File: src/rtl/ransac_consensus_accum.sv
// ransac_consensus_accum
//  Consensus-score accumulator for a RANSAC line fitter. For each candidate
//  line (a, b) it consumes one inlier flag per point, counts the inliers,
//  then compares the score against the best model seen so far and keeps the
//  winner (ties keep the earlier model).
//
// Ports
//  clk, reset           clock; asynchronous active-high reset clearing all state
//  start                evaluate a new model (accepted only in IDLE)
//  line_a_in/line_b_in  candidate line coefficients, latched on start
//  num_points           number of point flags for this model, latched on start
//  pt_valid/pt_ready    point-flag handshake; inlier_in is the flag
//  clear_best           drop the stored best model (accepted only in IDLE)
//  busy                 high while counting or comparing
//  done                 one-cycle pulse when count_out/best_* are updated
//  count_out            inlier count of the last completed model
//  best_count/best_a/best_b/best_valid  best model stored so far
module ransac_consensus_accum #(
  parameter int unsigned DATA_W = 32,
  parameter int unsigned CNT_W  = 16
) (
  input  logic              clk,
  input  logic              reset,
  input  logic              start,
  input  logic [DATA_W-1:0] line_a_in,
  input  logic [DATA_W-1:0] line_b_in,
  input  logic [CNT_W-1:0]  num_points,
  input  logic              pt_valid,
  output logic              pt_ready,
  input  logic              inlier_in,
  input  logic              clear_best,
  output logic              busy,
  output logic              done,
  output logic [CNT_W-1:0]  count_out,
  output logic [CNT_W-1:0]  best_count,
  output logic [DATA_W-1:0] best_a,
  output logic [DATA_W-1:0] best_b,
  output logic              best_valid
);

  localparam logic [1:0] S_IDLE    = 2'd0;
  localparam logic [1:0] S_COUNT   = 2'd1;
  localparam logic [1:0] S_COMPARE = 2'd2;
  localparam logic [1:0] S_DONE    = 2'd3;

  logic [1:0]        state_q, state_d;
  logic [DATA_W-1:0] a_q, a_d;
  logic [DATA_W-1:0] b_q, b_d;
  logic [CNT_W-1:0]  cnt_q, cnt_d;
  logic [CNT_W-1:0]  rem_q, rem_d;
  logic [CNT_W-1:0]  count_out_q, count_out_d;
  logic [CNT_W-1:0]  best_count_q, best_count_d;
  logic [DATA_W-1:0] best_a_q, best_a_d;
  logic [DATA_W-1:0] best_b_q, best_b_d;
  logic              best_valid_q, best_valid_d;

  always_comb begin
    state_d      = state_q;
    a_d          = a_q;
    b_d          = b_q;
    cnt_d        = cnt_q;
    rem_d        = rem_q;
    count_out_d  = count_out_q;
    best_count_d = best_count_q;
    best_a_d     = best_a_q;
    best_b_d     = best_b_q;
    best_valid_d = best_valid_q;

    case (state_q)
      S_IDLE: begin
        // The clear only touches best_*, so a simultaneous start still lands
        // in COMPARE with best_valid low and becomes the new best.
        if (clear_best) begin
          best_valid_d = 1'b0;
          best_count_d = '0;
          best_a_d     = '0;
          best_b_d     = '0;
        end
        if (start) begin
          a_d     = line_a_in;
          b_d     = line_b_in;
          cnt_d   = '0;
          rem_d   = num_points;
          state_d = (num_points != '0) ? S_COUNT : S_COMPARE;
        end
      end
      S_COUNT: begin
        if (pt_valid) begin
          cnt_d = cnt_q + CNT_W'(inlier_in);
          rem_d = rem_q - CNT_W'(1);
          if (rem_q == CNT_W'(1)) begin
            state_d = S_COMPARE;
          end
        end
      end
      S_COMPARE: begin
        count_out_d = cnt_q;
        // Strict compare: an equal score keeps the earlier model.
        if (!best_valid_q || (cnt_q > best_count_q)) begin
          best_valid_d = 1'b1;
          best_count_d = cnt_q;
          best_a_d     = a_q;
          best_b_d     = b_q;
        end
        state_d = S_DONE;
      end
      S_DONE: begin
        state_d = S_IDLE;
      end
      default: begin
        state_d = S_IDLE;
      end
    endcase
  end

  always_ff @(posedge clk or posedge reset) begin
    if (reset) begin
      state_q      <= S_IDLE;
      a_q          <= '0;
      b_q          <= '0;
      cnt_q        <= '0;
      rem_q        <= '0;
      count_out_q  <= '0;
      best_count_q <= '0;
      best_a_q     <= '0;
      best_b_q     <= '0;
      best_valid_q <= 1'b0;
    end else begin
      state_q      <= state_d;
      a_q          <= a_d;
      b_q          <= b_d;
      cnt_q        <= cnt_d;
      rem_q        <= rem_d;
      count_out_q  <= count_out_d;
      best_count_q <= best_count_d;
      best_a_q     <= best_a_d;
      best_b_q     <= best_b_d;
      best_valid_q <= best_valid_d;
    end
  end

  assign pt_ready   = (state_q == S_COUNT);
  assign busy       = (state_q == S_COUNT) || (state_q == S_COMPARE);
  assign done       = (state_q == S_DONE);
  assign count_out  = count_out_q;
  assign best_count = best_count_q;
  assign best_a     = best_a_q;
  assign best_b     = best_b_q;
  assign best_valid = best_valid_q;

endmodule

File: config.mk
export PLATFORM = sky130hd
export DESIGN_NAME = ransac_consensus_accum
export DESIGN_NICKNAME = d
export VERILOG_FILES = /design/src/rtl/ransac_consensus_accum.sv
export SDC_FILE = /design/constraint.sdc
export NUM_CORES = 1
export LEC_CHECK = 0
export BUFFER_PORTS_ARGS = -buffer_cell sky130_fd_sc_hd__buf_4
export CORE_MARGIN = 8
export CORE_UTILIZATION = 30
export CTS_BUF_LIST = sky130_fd_sc_hd__clkbuf_16
export CTS_CLUSTER_DIAMETER = 30
export DETAILED_ROUTE_END_ITERATION = 8
export GPL_TIMING_DRIVEN = 0
export REMOVE_ABC_BUFFERS = 1
export SYNTH_ARGS = -nofsm -noshare
export SYNTH_HDL_FRONTEND = slang
export SYNTH_SLANG_ARGS = --single-unit
File: constraint.sdc
create_clock -name clk -period 12.2 [get_ports clk]
set_input_delay 1.83 -clock clk [delete_from_list [all_inputs] [get_ports clk]]
set_output_delay 1.83 -clock clk [all_outputs]
set_load 0.02 [all_outputs]
==> results_dict.tcl <==
set metrics [dict create \
    fin_crit_ns 3.98 \
    fin_nets 1077 \
    maxCapViolCount 0 \
    ioPinCount 186 \
    slew_viol_final 0 \
    drive_gt1_share_pct 30.5 \
    grt_max_degree 121 \
    clk_latency_ns 0.43 \
    max-vdd-ir-drop_mv 0.0970 \
    hold_viol_final 0 \
    crit_type "reg -> out" \
    gp_congestion 0.757 \
    core-area_um2 29500 \
    grt.overflow.total 0 \
    ant_nets 0 \
    powerDensity_nw_per_um2 233 \
    first_pass_iters 4 \
    syn_to_final_growth_pct 27.3 \
    required_ns 10.37 \
    num_rows 63 \
    io_buffers 185 \
    initial_core_util_pct 30.2 \
    cts_hold_buf 0 \
    crit_path_end_kind "primary output" \
    wl_per_cell_um 16.1 \
    wl_um 22000 \
    worst_slack_ns 8.22 \
    die-area_um2 35500 \
    rsz0062_at_grt "false" \
    die_h_um 188 \
    hold_ws_ns 0.507 \
    clk_root_buffer_cell "clkbuf_16" \
    fmax_mhz 251 \
    numCtsBuffers 17 \
    cts_buffer_depth 2 \
    cts_sinks 195 \
    antenna_cells 0 \
    tritoncts "built" \
    finClkSkew_ns 0.0146 \
    crit_arrival_ns 2.15 \
    synth.avg_cell_area_um2 11.3 \
    outcome "complete, no violations" \
    post_cts_buffers 0 \
    worst_setup_path_start_kind "flip-flop" \
    cts.repair.resized 0 \
    grt_pass1_vias 6523 \
    r2r_cells 7 \
    tns_ns 0 \
    worst_slew_pin_slew_ns 1.24 \
    synth-seq-cells 195 \
    routed-via-count 6035 \
    syn-cell-area_um2 8920 \
    min_path_cells 1 \
    finalCritPeriodShare_pct 32.6 \
    cts.clk_slew.worst_paths_ns 0.08 \
    dp_worst_setup_slack_ns 8.01 \
    grt_use_total_pct 12.6 \
    finalSetupViolations 0 \
    remaining_drc_errors 0 \
    synth_warnings 0 \
    die_w_um 188 \
    dp_hpwl_um 15400 \
    grt_pass1_wl_um 35900 \
    crit_fanout 30 \
    hp-class "reg -> reg" \
    antenna_found_initial 0 \
    yosysSeqAreaShare_pct 54.7 \
    p_leak_uw 0.00553 \
    syn_inst 790 \
    ys_types 43 \
    first_iter_violations 408 \
    relSlewSlack_pct 17.1 \
    viasPerCell 4.41 \
    h-tree-depth 4 \
]
## synth_stat cells, drive strengths merged
cell | number | area [µm²]
a211o | 1 | 8.76
a21boi | 1 | 7.51
a21o | 3 | 22.5
a21oi | 23 | 119
a22oi | 1 | 7.51
a311o | 1 | 10.0
and2 | 2 | 12.5
and3 | 5 | 31.3
buf | 15 | 218
clkbuf | 15 | 56.3
dfrtp | 195 | 4880
dlygate4sd1 | 5 | 43.8
ha | 24 | 300
inv | 105 | 394
mux2 | 67 | 754
mux2i | 89 | 891
nand2 | 105 | 394
nand2b | 5 | 31.3
nand3 | 23 | 115
nand4 | 5 | 31.3
nand4b | 2 | 17.5
nor2 | 21 | 78.8
nor2b | 2 | 12.5
nor3 | 5 | 30.0
nor3b | 1 | 7.51
nor4 | 7 | 50.1
o211ai | 1 | 12.5
o21ai | 32 | 160
o22ai | 12 | 75.1
o2bb2ai | 1 | 8.76
o41ai | 1 | 8.76
or2 | 1 | 6.26
or4 | 2 | 15.0
xnor2 | 3 | 26.3
xor2 | 9 | 78.8
## cell families after synthesis
family / Yosys count / share of synthesized area, %
AOI/OAI and AO/OA: 77 / 4.94
xor gates and xnor gates: 12 / 1.18
adders and majority gates: 24 / 3.37
buffers and inverters: 140 / 7.98
DFF: 195 / 54.7
muxes: 156 / 18.5
and+or+nand+nor: 186 / 9.35
## state kept, by name, summed over array words and instances, names as in the netlist
signal	count
count_out	16
state_q	2
a_q	32
best_count	16
cnt_q	16
best_a	32
rem_q	16
b_q	32
best_valid	1
best_b	32
## final cells by class
type                       count  area, µm²
clock buffer                  17        425
clock inverter                15        214
fill                        2971      18100
inverter                     105        402
multi-input combinational    455       3350
sequential                   195       4880
tap                          390        488
timing repair buffer         193       1590
## critical path, stage by stage (launching register included)
cell and delay, ns:
dfrtp_1 0.44, inv_1 0.10, ha_1 0.89, buf_4 0.29
## path summary, 6_finish.rpt
check / start / to / slack, ns
setup / recovery: state_q[1]$_DFFE_PP0P_ / pt_ready / 8.22
hold / removal: a_q[21]$_DFFE_PP0P_ / a_q[21]$_DFFE_PP0P_ / 0.51
setup reg to reg: state_q[1]$_DFFE_PP0P_ / rem_q[3]$_DFFE_PP0P_ / 8.35
hold reg to reg: a_q[21]$_DFFE_PP0P_ / a_q[21]$_DFFE_PP0P_ / 0.51
max in group asynchronous: reset / best_b[14]$_DFFE_PP0P_ / 9.71
min in group asynchronous: reset / a_q[18]$_DFFE_PP0P_ / 1.45
## per-layer routing
metal	GRT usage [%]	share of wire, %	vias to the layer above
met5	0	0	-
met4	2.68	0.88	0
met3	6.14	9.2	12
met2	20.1	47	113
met1	15.2	43	2938
li1	-	-	2972
## power by group
| group | leakage [µW] | internal, µW | switching (µW) | total [µW] |
|---|---|---|---|---|
| sequential | 0.00253 | 876 | 141 | 1020 |
| combinational | 0.00269 | 466 | 545 | 1010 |
| clock | 0.000311 | 318 | 293 | 612 |
## cell usage in the layout (no fill, tap or decap), types with 3 or more instances in the layout
master / count
dfrtp_1: 195
buf_4: 185
nand2_1: 104
inv_1: 104
mux2i_1: 89
mux2_2: 67
o21ai_0: 31
nand3_1: 23
ha_1: 23
a21oi_1: 22
nor2_1: 21
clkbuf_16: 17
o22ai_1: 12
xor2_1: 9
nor4_1: 6
nand4_1: 5
nand2b_1: 5
inv_8: 5
and3_1: 5
buf_16: 5
nor3_1: 4
clkinv_8: 4
a21o_1: 3
xnor2_1: 3
clkinv_4: 3
buf_12: 3
## stage by stage
stage / std cells / util, % / instance area (µm²) / power (µW)
floorplan: 755 / - / 8600 / 1690
global placement: 1330 / 35.5 / 10500 / 2070
detailed placement: 1338 / 36.3 / 10700 / 2070
CTS: 1370 / 38.5 / 11300 / 2690
global route: 1370 / 38.5 / 11300 / 2820
finish: 1370 / 38.5 / 11300 / 2640
Note: power is estimated with default switching activity, not from simulation.
